[src/rtl/serial_adder_ctrl.sv]
// Bit-serial adder with valid/ready handshake: one full-adder step per cycle, LSB first.
// Optional overflow flag output enabled by defining SERIAL_ADDER_OVF_EN.
module serial_adder_ctrl #(
    parameter int WIDTH = 16
) (
    input  logic             clk,
    input  logic             rst_n,
    input  logic             in_valid,
    output logic             in_ready,
    input  logic [WIDTH-1:0] a,
    input  logic [WIDTH-1:0] b,
    input  logic             cin,
    output logic             out_valid,
    input  logic             out_ready,
    output logic [WIDTH-1:0] sum,
    output logic             cout
`ifdef SERIAL_ADDER_OVF_EN
    ,
    output logic             ovf
`endif
);

    localparam int CW = (WIDTH > 1) ? $clog2(WIDTH) : 1;

    localparam logic [1:0] S_IDLE = 2'd0;
    localparam logic [1:0] S_RUN  = 2'd1;
    localparam logic [1:0] S_DONE = 2'd2;

    logic [1:0]       r_state;
    logic [WIDTH-1:0] r_a;
    logic [WIDTH-1:0] r_b;
    logic             r_carry;
    logic [CW-1:0]    r_cnt;
    logic [WIDTH-1:0] r_sum;
    logic             r_cout;
`ifdef SERIAL_ADDER_OVF_EN
    logic             r_ovf;
`endif

    logic w_sbit;
    logic w_cbit;
    logic w_last;

    assign w_sbit = r_a[0] ^ r_b[0] ^ r_carry;
    assign w_cbit = (r_a[0] & r_b[0]) | (r_a[0] & r_carry) | (r_b[0] & r_carry);
    assign w_last = (r_cnt == CW'(WIDTH - 1));

    always_ff @(posedge clk or negedge rst_n) begin
        if (!rst_n) begin
            r_state <= S_IDLE;
            r_a     <= '0;
            r_b     <= '0;
            r_carry <= 1'b0;
            r_cnt   <= '0;
            r_sum   <= '0;
            r_cout  <= 1'b0;
`ifdef SERIAL_ADDER_OVF_EN
            r_ovf   <= 1'b0;
`endif
        end else begin
            case (r_state)
                S_IDLE: begin
                    if (in_valid) begin
                        r_a     <= a;
                        r_b     <= b;
                        r_carry <= cin;
                        r_cnt   <= '0;
                        r_state <= S_RUN;
                    end
                end
                S_RUN: begin
                    r_sum   <= {w_sbit, r_sum[WIDTH-1:1]};
                    r_a     <= r_a >> 1;
                    r_b     <= r_b >> 1;
                    r_carry <= w_cbit;
                    r_cnt   <= r_cnt + 1'b1;
                    if (w_last) begin
                        // r_carry here is the carry into the MSB, w_cbit the carry out of it
                        r_cout  <= w_cbit;
`ifdef SERIAL_ADDER_OVF_EN
                        r_ovf   <= r_carry ^ w_cbit;
`endif
                        r_state <= S_DONE;
                    end
                end
                S_DONE: begin
                    if (out_ready) begin
                        r_state <= S_IDLE;
                    end
                end
                default: begin
                    r_state <= S_IDLE;
                end
            endcase
        end
    end

    assign in_ready  = (r_state == S_IDLE);
    assign out_valid = (r_state == S_DONE);
    assign sum       = r_sum;
    assign cout      = r_cout;
`ifdef SERIAL_ADDER_OVF_EN
    assign ovf       = r_ovf;
`endif

endmodule
[config.mk]
export PLATFORM = sky130hd
export DESIGN_NAME = serial_adder_ctrl
export DESIGN_NICKNAME = d
export VERILOG_FILES = /design/src/rtl/serial_adder_ctrl.sv
export SDC_FILE = /design/constraint.sdc
export NUM_CORES = 1
export LEC_CHECK = 0
export ABC_AREA = 1
export BUFFER_PORTS_ARGS = -buffer_cell sky130_fd_sc_hd__buf_2
export CAP_MARGIN = 15
export CORE_MARGIN = 10
export CORE_UTILIZATION = 30
export CTS_CLUSTER_DIAMETER = 200
export DETAILED_ROUTE_END_ITERATION = 12
export HOLD_SLACK_MARGIN = 0.08
export PLACE_DENSITY_LB_ADDON = 0.1
export SYNTH_ARGS = -nofsm -noshare
export SYNTH_HDL_FRONTEND = slang
export SYNTH_SLANG_ARGS = --single-unit
[constraint.sdc]
create_clock -name clk -period 1.3 [get_ports clk]
set_input_delay 0.065 -clock clk [delete_from_list [all_inputs] [get_ports clk]]
set_output_delay 0.065 -clock clk [all_outputs]
set_load 0.02 [all_outputs]
# [Word level (Yosys, flattened, before mapping)]
# Index checks and enable logic that the tools add are counted.
[op_classes] addsub=1 mul=0 div_mod_pow=0 order_cmp=0 eq_ne=6 shifts=0 mux=12 n_bitwise=7 reduce_logical=5
[op_table] cell="16-bit case mux with 2 select lines" count=2
[op_table] cell="16-bit 2-to-1 mux" count=2
[op_table] cell="4-bit case mux with 2 select lines" count=1
[op_table] cell="2-bit 2-to-1 mux" count=3
[op_table] cell="2-bit case mux with 3 select lines" count=1
[op_table] cell="4-bit by 1-bit adder with 4-bit output, second input constant" count=1
[op_table] cell="4-bit == test, second input constant" count=1
[op_table] cell="4-bit 2-to-1 mux" count=1
[op_table] cell="2-bit != test, second input constant" count=2
[op_table] cell="2-bit AND reduction" count=2
[op_table] cell="1-bit AND" count=3
[op_table] cell="3-bit AND reduction" count=1
[op_table] cell="2-bit by 1-bit == test with 1-bit output, second input constant" count=1
[op_table] cell="2-bit == test, second input constant" count=1
[op_table] cell="2-bit logical NOT" count=1
[op_table] cell="2-bit by 1-bit != test with 1-bit output, second input constant" count=1
[op_table] cell="1-bit bitwise OR" count=2
[op_table] cell="1-bit case mux with 2 select lines" count=1
[op_table] cell="2-bit nonzero test" count=1
[op_table] cell="1-bit bitwise XOR" count=2
[op_table] cell="1-bit 2-to-1 mux" count=1
[totals] register_bits=56 latchBits=0 mem_bits_rw=0 mem_bits_ro=0 in_bits=37 out_inout_bits=19 word_cells=38 mem_count=0

# [Longest topological paths before layout]
# Gate-level depths: netlist of run 1.
[depth] word_depth=4 ltp_mapped=6

# [Worst setup path after synthesis of run 1]
# Ideal clock, no wire load.
[synth_timing] kind="register to register" startpoint="register r_a[0]" endpoint="register r_sum[15], in the netlist sum[15]" arrival_ns=0.995 path_slack_ns=0.240 stages_incl_launch_ff=4 n_path_buf=0 cell_sequence="dfrtp_1 > fa_1 > nand2_1 > nand2_1"
[synth_via] elab_chain_len=2
[synth_rtl] element="start: declaration" line="30" source="logic [WIDTH-1:0] r_a;"
[synth_rtl] element="start signal: assignment" line="73" source="r_a <= r_a >> 1;"
[synth_rtl] element="1-bit bitwise XOR (2 in series)" line="44" source="assign w_sbit = r_a[0] ^ r_b[0] ^ r_carry;"
[synth_rtl] element="via w_sbit" line="40" source="logic w_sbit;"
[synth_rtl] element="end signal: assignment" line="72" source="r_sum <= {w_sbit, r_sum[WIDTH-1:1]};"
[synth_rtl] element="end: declaration" line="34" source="logic [WIDTH-1:0] r_sum;"
# The timed path passes the listed nets, and every way through them passes these cells.
# A chain may end at the register's enable or synchronous reset.

# [Worst setup path after layout of run 1]
[layout_timing] startpoint="register r_state[0]" endpoint="output in_ready"
[layout_via] elab_chain_len=1
[layout_rtl] element="start: declaration" line="29" source="logic [1:0] r_state;"
[layout_rtl] element="start signal: assignment" line="50" source="r_state <= S_IDLE;"
[layout_rtl] element="start signal: assignment" line="68" source="r_state <= S_RUN;"
[layout_rtl] element="start signal: assignment" line="83" source="r_state <= S_DONE;"
[layout_rtl] element="2-bit logical NOT" line="98" source="assign in_ready = (r_state == S_IDLE);"
[layout_rtl] element="end: declaration" line="9" source="output logic in_ready,"
# No other way between the ends.

==> results of run 1 <==
[layout by cell type, fill, tap and decap left out, types with 2 or more instances in the layout]
master / Yosys / layout
nand2_1: 63 / 63
buf_4: 1 / 7
nand3_1: 102 / 102
dlygate4sd3_1: 0 / 35
buf_2: 13 / 54
o21ai_1: 18 / 18
nand2_2: 2 / 2
clkbuf_8: 0 / 5
inv_1: 10 / 10
dfrtp_1: 56 / 56
nor2_1: 2 / 2
buf_12: 0 / 5
[cells by family after synthesis]
logic type | Yosys count
AND/OR/NAND/NOR | 171
flip-flops | 56
buffers and inverters | 33
AO/OA/AOI/OAI | 19
adder cells (fa/ha/maj) | 2
XOR/XNOR | 1
[metal layers]
layer	part of all wire, %	vias to the layer above	GRT usage, %
met5	0	-	0
met3	5.3	5	3.409
met1	49	1013	14.34
met2	45	37	17.14
li1	-	1127	-
met4	0.95	0	2.571
[synthesized netlist by cell type (all sizes together)]
cell type    n
ha           1
dfrtp       56
nand3      102
buf         18
o22ai        1
inv         12
fa           1
nand2       65
clkbuf       3
nor2         3
o21ai       18
xnor2        1
nand4        1
[worst min-delay path: cells and delay by family]
family	cells	cell delay (ps)
AND/OR/NAND/NOR	2	160
buffers and inverters	1	130
[through the flow]
stage                     power [W]  hold slack, ps  util (%)  cell area, um2
after floorplan            0.004948          -230.6         -            2492
after global placement     0.005893           99.06     35.75            2908
after detailed placement   0.005909           94.53     35.75            2908
after CTS                  0.007138           83.29     41.59            3383
after global routing       0.007586           89.37     41.41            3368
final                      0.006936           94.65     41.41            3368
[worst min-delay path by stage]
stage | to | slack [ps] | start
CTS | r_b[1] | 80 | in_valid
global placement | r_a[15] | 100 | rst_n
global route | r_b[1] | 90 | in_valid
floorplan | cout | -230 | rst_n
detailed placement | sum[0] | 90 | rst_n
finish | r_b[1] | 90 | in_valid
[flip-flops by register name (all words and copies together), names as in the netlist]
name     flops
r_state      2
r_b         16
cout         1
sum         16
r_carry      1
r_a         16
r_cnt        4
[final cells by class]
type	instances	area, um2	area share, %
repair buffers	102	788.3	23.40
inverters	12	47.55	1.412
clock buffers	6	72.57	2.155
multi-input cells	193	922.1	27.38
flip-flops and latches	56	1401	41.60
well taps	105	131.4	3.900
clock inverters	1	5.005	0.1486
[report_power, final]
| part | total (W) | switching (W) | leakage [nW] | internal [W] |
|---|---|---|---|---|
| sequential | 0.00293 | 0.000451 | 0.722 | 0.00248 |
| clock | 0.000921 | 0.000552 | 0.0410 | 0.000369 |
| combinational | 0.00309 | 0.00186 | 0.908 | 0.00123 |
| total | 0.00694 | 0.00286 | 1.67 | 0.00407 |
[timing repair]
| action | 4_1_cts | 5_1_grt |
|---|---|---|
| setup buffers | 1 | 1 |
| pin swaps | 1 | 1 |
| gates resized for setup | 2 | 4 |
| gates cloned | 1 | 0 |
| hold buffers | 35 | 0 |
| endpoints found under the hold margin | 90 | 0 |
| endpoints found under the setup margin | 1 | 40 |
==> metrics.csv, run 1 <==
metric,value,unit
status,finished clean,
Final Hold Violating Endpoints,0,
actual slew at the worst max-slew pin,313.1,ps
leakage power,1.671,nW
Compound-Gate Fraction of Synth Area,3.865,%
"antenna viol nets, final",0,
DRT Pass-1 Iters,4,
Site Rows,33,
Iter 0 DRT Violations,87,
drt wl/cell,14.02,um
Top-Level Pins,56,
syn_area_per_cell,8.838,um2
Worst Skew,5.557,ps
PwrDens,2059,nW/um2
port bufs,55,
Yosys cell types,18,
crit path max fanout,5,
leading post-synthesis cells by cell area,"dfrtp_1, nand3_1, nand2_1",
Chip Height,111.2,um
layout cells sized above 1,21.08,%
Max transition margin,79.13,%
critical path buffer and inverter count,2,
# placed instances,431,
Horiz. Die Dim,111.2,um
drt via density,4.594,
FF-to-FF End,r_b[8],
pre-CTS setup slack,84.71,ps
"setup slack, reg-to-reg",120,ps
crit share post-route,93.40,%
Critical Path Max Stage Delay,440,ps
# setup viols final,0,
Area growth syn-to-layout,35.14,%
syn nets,321,
RSZ-0062 raised after global routing,no,
#FFs+latches synth,56,
mux contribution to synthesized area,0,%
Final Critical Period,1214,ps
Non-Filler Instances,475,
dominant cell type by area after synthesis,dfrtp_1,
setup_tns,0,ps
aggregate global routing overflow,0,
Detailed Place HPWL,4.210,mm
core area,8134,um2
CP arrival,1150,ps
critical path's top delay family,flip-flops,
slowest CP cell,dfrtp_1,
WP data required,1240,ps
clock insertion delay at the later pin of the skew report,300,ps
first-pass GRT wire length,11.58,mm
Clock Pin Slew Worst Setup and Hold Paths,90,ps
die area,12350,um2
Worst Setup SP,r_state[0],
R2R depth,5,
via count,2182,
max_cap viols,0,
H-tree Lvls,2,
largest net degree at the start of global routing,57,
Worst Hold Depth,3,
CTS Buf Count,5,
Post-Synth Adder-Cell Area,1.305,%
Yosys top cell area share,56.22,%
Worst IR Drop VDD,0.7107,mV
Fillers,833,
Total GRT Usage,10.95,%
critical register-to-register path startpoint,r_state[0],
GPL Wtd Cong,0.6850,
sequential share of the synthesized area,56.22,%
diodes inserted,0,
CP cell instances,nor2_4 -> buf_12 -> buf_4,
post-synthesis xor/xnor area fraction,0.3514,%
Clock Sinks,56,
vias in the first global route,2305,
simple-gate share of the synthesized area,31.28,%
setup ws final,85.77,ps
CTS max path bufs,2,
Starting Density,30.64,%
fin nets,409,
initial antenna violation count,0,
synthesized area,2492,um2
CP Launch Type,flop,
cell count along the critical path,3,
Hold WC Path Type,input port to flop,
final wirelength,6.661,mm
"Worst Path Class, Setup",flop to primary output,
CTS tree,done,
clk root buf,clkbuf_8,
drt drc,0,
count of pins over their slew limit,0,
CP Capture Type,primary output,
Critical Path End,in_ready,
yosys warns,0,
main combinational cell family by area after synthesis,simple AND/OR/NAND/NOR gates,
fmax,823.6,MHz
Synth Instances,282,
(Power assumes the default switching activity.)
==> inputs of run 2 (changes only) <==
- REMOVE_ABC_BUFFERS: not set -> 1
==> run 2 against run 1 <==
Compared with the run above: clock power increased by 12%; wire length rose by 0.21%; register-to-register slack worse by 20 ps; sequential share of layout area fell by 0.76 points; flip-flop and latch count did not move; global-route usage decreased by 0.35 points; largest power group unchanged.
==> metrics.csv, run 2 (same netlist as run 1, synthesis figures left out) <==
metric,value,unit,change
Clock Sinks,56,,unchanged
core area,8134,um2,unchanged
Max transition margin,79.22,%,+0.097 points
Logic pwr share,44.7,%,+0.2 points
PwrDens,2077,nW/um2,+0.84%
FF-to-FF End,cout,,
H-tree Lvls,2,,unchanged
aggregate global routing overflow,0,,unchanged
CP dominant cell by count,inv_1,,
Worst IR Drop VDD,0.8001,mV,+13%
"antenna viol nets, final",0,,unchanged
Psw,0.002902,W,+1.4%
final wirelength,6.675,mm,+0.21%
Iter 0 DRT Violations,120,,+38%
part of the power in registers,40.9,%,-1.3 points
die area,12350,um2,unchanged
drt drc,0,,unchanged
CP cell instances,buf_4 -> inv_1 -> nand2_1 -> inv_1 -> buf_6,,
diodes inserted,0,,unchanged
Critical Path End,out_valid,,
status,finished clean,,
Final Hold Violating Endpoints,0,,unchanged
Site Rows,33,,unchanged
Worst Setup SP,r_state[0],,
CTS Buf Count,5,,unchanged
CTS tree,done,,
hold_ws,135.8,ps,+41.19 ps
# setup viols final,0,,unchanged
CP arrival,1170,ps,+20 ps
"most common cell after layout, fill and taps aside",nand3_1,,
P_int,0.004223,W,+3.7%
drt via density,4.698,,+2.3%
final instance area,3431,um2,+1.9%
critical path's top delay family,flip-flops,,
HP Start,in_valid,,
largest net degree at the start of global routing,57,,unchanged
via count,2255,,+3.3%
clk root buf,clkbuf_8,,
drt wl/cell,13.91,um,-0.83%
CP Launch Type,flop,,
final core occ,42.18,%,+0.77 points
CTS max path bufs,2,,unchanged
DRT Pass-1 Iters,4,,unchanged
Top-Level Pins,56,,unchanged
Starting Density,30.64,%,unchanged
pre-CTS setup slack,151.2,ps,+66.46 ps
sw frac,40.73,%,-0.55 points
Area growth syn-to-layout,37.65,%,
overall power,0.007125,W,+2.7%
GPL Wtd Cong,0.6908,,+0.85%
Worst Skew,9.889,ps,+4.332 ps
vias in the first global route,2305,,unchanged
clock insertion delay at the later pin of the skew report,310,ps,about the same
max_cap viols,0,,unchanged
first-pass GRT wire length,11.24,mm,-2.9%
WP data required,1240,ps,about the same
Final Critical Period,1233,ps,+18.56 ps
Total GRT Usage,10.59,%,-0.35 points
Clock Pin Slew Worst Setup and Hold Paths,110,ps,+20 ps
R2R depth,6,,+1
slowest CP cell,dfrtp_1,,
Chip Height,111.2,um,unchanged
critical register-to-register path startpoint,r_state[0],,
Hold WC Path Type,input port to flop,,
layout cells sized above 1,22.40,%,+1.3 points
placed inst area,2915,um2,+0.26%
critical path buffer and inverter count,4,,+2
Detailed Place HPWL,4.203,mm,-0.16%
port bufs,55,,unchanged
Clock power frac,14.4,%,+1.1 points
"setup slack, reg-to-reg",100,ps,-20 ps
actual slew at the worst max-slew pin,311.6,ps,-1.461 ps
crit share post-route,94.83,%,+1.4 points
leakage power,1.697,nW,+1.6%
CP Capture Type,primary output,,
"Worst Path Class, Setup",flop to primary output,,
cell count along the critical path,5,,+2
setup ws final,67.21,ps,-18.56 ps
fmax,811.2,MHz,-1.5%
fin nets,413,,+0.98%
Horiz. Die Dim,111.2,um,unchanged
initial antenna violation count,0,,unchanged
Critical Path Max Stage Delay,420,ps,-20 ps
crit path max fanout,2,,-3
"commonest cells after routing, fill and taps aside","nand3_1, nand2_1, dfrtp_1, buf_2, dlygate4sd3_1",,
count of pins over their slew limit,0,,unchanged
[run 2: cell types whose count changed in the layout (fill, tap and decap cells not counted), sizes merged]
| cell | before | now |
|---|---|---|
| buf | 67 | 70 |
| clkbuf | 6 | 8 |
| clkinvlp | 0 | 1 |
| clkinv | 1 | 0 |
[run 2: worst min path at each step]
| stage | slack, ps | depth (start not counted) | end |
|---|---|---|---|
| 4_1_cts | 140 | 3 | r_b[3] |
| 3_5_place_dp | 100 | 2 | sum[0] |
| 6_report | 140 | 3 | r_b[3] |
| 3_3_place_gp | 100 | 2 | sum[3] |
| 2_1_floorplan | -230 | 0 | cout |
| 5_1_grt | 160 | 3 | r_b[3] |
[run 2: power groups by stage]
stage | sequential [W] | combinational [W] | clock [W]
global route | 0.00303 | 0.00360 | 0.00114
global placement | 0.00294 | 0.00295 | 0
floorplan | 0.00317 | 0.00150 | 0
CTS | 0.00292 | 0.00311 | 0.00107
detailed placement | 0.00295 | 0.00299 | 0
finish | 0.00291 | 0.00318 | 0.00103
[run 2: layout make-up]
type | instances | area (um2)
timing repair buffer | 106 | 834.6
inverter | 12 | 45.04
tap | 105 | 131.4
clock inverter | 1 | 7.507
multi-input combinational | 193 | 924.6
fill | 825 | 4703
clock buffer | 7 | 86.33
sequential | 56 | 1401
[run 2: through the flow]
step | setup TNS [ps] | std cells
6_report | 0 | 480
2_1_floorplan | -20520 | 261
3_5_place_dp | 0 | 432
3_3_place_gp | 0 | 432
5_1_grt | -1.379 | 480
4_1_cts | 0 | 476
[run 2: worst min-delay path: stages]
cell     delay, ps
buf_2          180
nand3_1        100
nand3_1         70
[run 2: routing by layer]
metal  wire (um)  vias to the layer above  share of wire, %  track usage [%]
met1        3305                     1071                50            13.65
met2        2976                       50                45            17.06
met4          60                        0              0.90            2.314
met3         332                        6               5.0            3.139
met5           0                        -                 0                0
li1            -                     1128                 -                -
[run 2: what timing repair did]
item                                    4_1_cts  5_1_grt
resized for setup                             2        3
setup buffers                                 1        3
gates cloned                                  0        1
endpoints found under the hold margin        90        0
endpoints found under the setup margin        1        2
pin swaps                                     0        1
hold buffers                                 35        0
==> inputs of run 3 (changes only) <==
- GPL_TIMING_DRIVEN: not set -> 0
==> run 3 against run 2 <==
Compared with the run above: maximum frequency is 1.8% lower; core utilization is 0.80 points higher; combinational power is 6% higher; clock skew is 4.0 ps lower; sequential share of layout area is 0.69 points lower; setup slack worse by 22 ps; flip-flop and latch count stayed put; non-clock buffer count is 3 lower; die area stayed put; design area is 1.9% higher; clock power is 20% higher; critical endpoint unchanged.
==> metrics.csv, run 3 (same netlist as run 1, synthesis figures left out) <==
metric,value,unit,change
Starting Density,30.64,%,unchanged
Final Critical Period,1255,ps,+22.25 ps
largest net degree at the start of global routing,40,,-30%
fmax,796.8,MHz,-1.8%
count of pins over their slew limit,0,,unchanged
Top-Level Pins,56,,unchanged
Critical Path Max Stage Delay,460,ps,+40 ps
CTS Buf Count,5,,unchanged
CP Capture Type,primary output,,
leakage power,1.720,nW,+1.3%
CP arrival,1190,ps,+20 ps
H-tree Lvls,2,,unchanged
Worst IR Drop VDD,0.6930,mV,-13%
Total GRT Usage,11.32,%,+0.72 points
via count,2249,,-0.27%
status,finished clean,,
CP Launch Type,flop,,
critical path's top delay family,flip-flops,,
Area growth syn-to-layout,40.26,%,
routing usage on met1,14.57,%,+0.92 points
vias in the first global route,2406,,+4.4%
GPL Wtd Cong,0.6718,,-2.8%
port bufs,55,,unchanged
first-pass GRT wire length,11.94,mm,+6.2%
core area,8134,um2,unchanged
Horiz. Die Dim,111.2,um,unchanged
PwrDens,2153,nW/um2,+3.7%
Hold WC Path Type,input port to asynchronous set/reset pin,,
Max transition margin,51.44,%,-28 points
crit share post-route,96.54,%,+1.7 points
clk root buf,clkbuf_8,,
layout cells sized above 1,23.47,%,+1.1 points
Chip Height,111.2,um,unchanged
"commonest cells after routing, fill and taps aside","nand3_1, nand2_1, dfrtp_1, buf_2, dlygate4sd3_1",,
final wirelength,7.199,mm,+7.9%
CTS tree,done,,
GRT met3 Usage,3.193,%,+0.054 points
Final Hold Violating Endpoints,0,,unchanged
"antenna viol nets, final",0,,unchanged
drt via density,4.685,,-0.27%
Iter 0 DRT Violations,79,,-34%
crit path max fanout,3,,+1
pre-CTS setup slack,-1269,ps,-1420 ps
slowest CP cell,dfrtp_2,,
die area,12350,um2,unchanged
CP cell instances,buf_6 -> inv_1 -> nand2_1 -> inv_1 -> buf_6,,
final core occ,42.98,%,+0.80 points
"most common cell after layout, fill and taps aside",nand3_1,,
WP data required,1240,ps,about the same
actual slew at the worst max-slew pin,728.3,ps,+416.7 ps
DRT Pass-1 Iters,4,,unchanged
initial antenna violation count,0,,unchanged
aggregate global routing overflow,0,,unchanged
met2 track demand over resource,18.32,%,+1.3 points
drt drc,0,,unchanged
Detailed Place HPWL,3.880,mm,-7.7%
critical path buffer and inverter count,4,,unchanged
Worst Skew,5.915,ps,-3.974 ps
placed inst area,2818,um2,-3.3%
Site Rows,33,,unchanged
setup ws final,44.95,ps,-22.25 ps
"Worst Path Class, Setup",flop to primary output,,
fin nets,413,,unchanged
CTS max path bufs,2,,unchanged
final instance area,3496,um2,+1.9%
clock insertion delay at the later pin of the skew report,300,ps,about the same
drt wl/cell,15.00,um,+7.9%
Clock Sinks,56,,unchanged
Clock Pin Slew Worst Setup and Hold Paths,100,ps,about the same
# setup viols final,0,,unchanged
diodes inserted,0,,unchanged
max_cap viols,0,,unchanged
GR peak layer,met2,,
-- run 3: per-stage QoR --
stage	hold slack, ps	std cells	total power, W	setup TNS, ps
2_1_floorplan	-230.6	261	0.004678	-20520
3_3_place_gp	263.6	421	0.005575	-57920
3_5_place_dp	81.02	423	0.005702	-56990
4_1_cts	273.1	475	0.007540	0
5_1_grt	315.0	480	0.008184	-13.61
6_report	268.9	480	0.007527	0
-- run 3: final timing paths --
kind,start,endpoint,slack [ps],cells past startpoint
worst max-delay path,r_state[0],out_valid,40,5
worst min-delay path,rst_n,sum[2],270,2
worst max register to register,r_state[1],r_a[15],80,5
worst min register to register,sum[0],sum[0],490,2
max in group asynchronous,rst_n,r_state[1],430,3
min in group clk,in_valid,r_a[8],370,3
-- run 3: layout make-up --
class                      instances  area [um2]
fill                             837        4638
sequential                        56        1404
multi-input combinational        195       982.2
timing repair buffer             103       772.0
tap                              105       131.4
clock buffer                       7       96.34
inverter                          12       63.81
clock inverter                     1       30.03
timing repair inverter             1       16.27
-- run 3: worst register-to-register path, cell delays in order, from the launching register on --
cell,delay (ps)
dfrtp_2,450
inv_4,170
nand2_8,200
nor2_1,230
nand2_1,70
nand2_1,50
-- run 3: report_power, final --
group	switching [W]	internal (W)	total, W	leakage (nW)
combinational	0.00206	0.00129	0.00336	0.936
clock	0.000557	0.000681	0.00124	0.0645
sequential	0.000451	0.00248	0.00293	0.720
total	0.00307	0.00445	0.00753	1.72
-- run 3: layer usage --
metal  routed length, um  vias to the layer above
met3                 391                        4
met1                3482                     1060
met2                3259                       52
met5                   0                        -
li1                    -                     1133
met4                  65                        0
-- run 3: what timing repair did --
item	4_1_cts	5_1_grt
endpoints found under the hold margin	55	0
cloned	3	1
hold buffers	35	0
gates resized for setup	15	7
pin swaps	2	5
setup endpoints to repair	57	28
buffers inserted	6	5
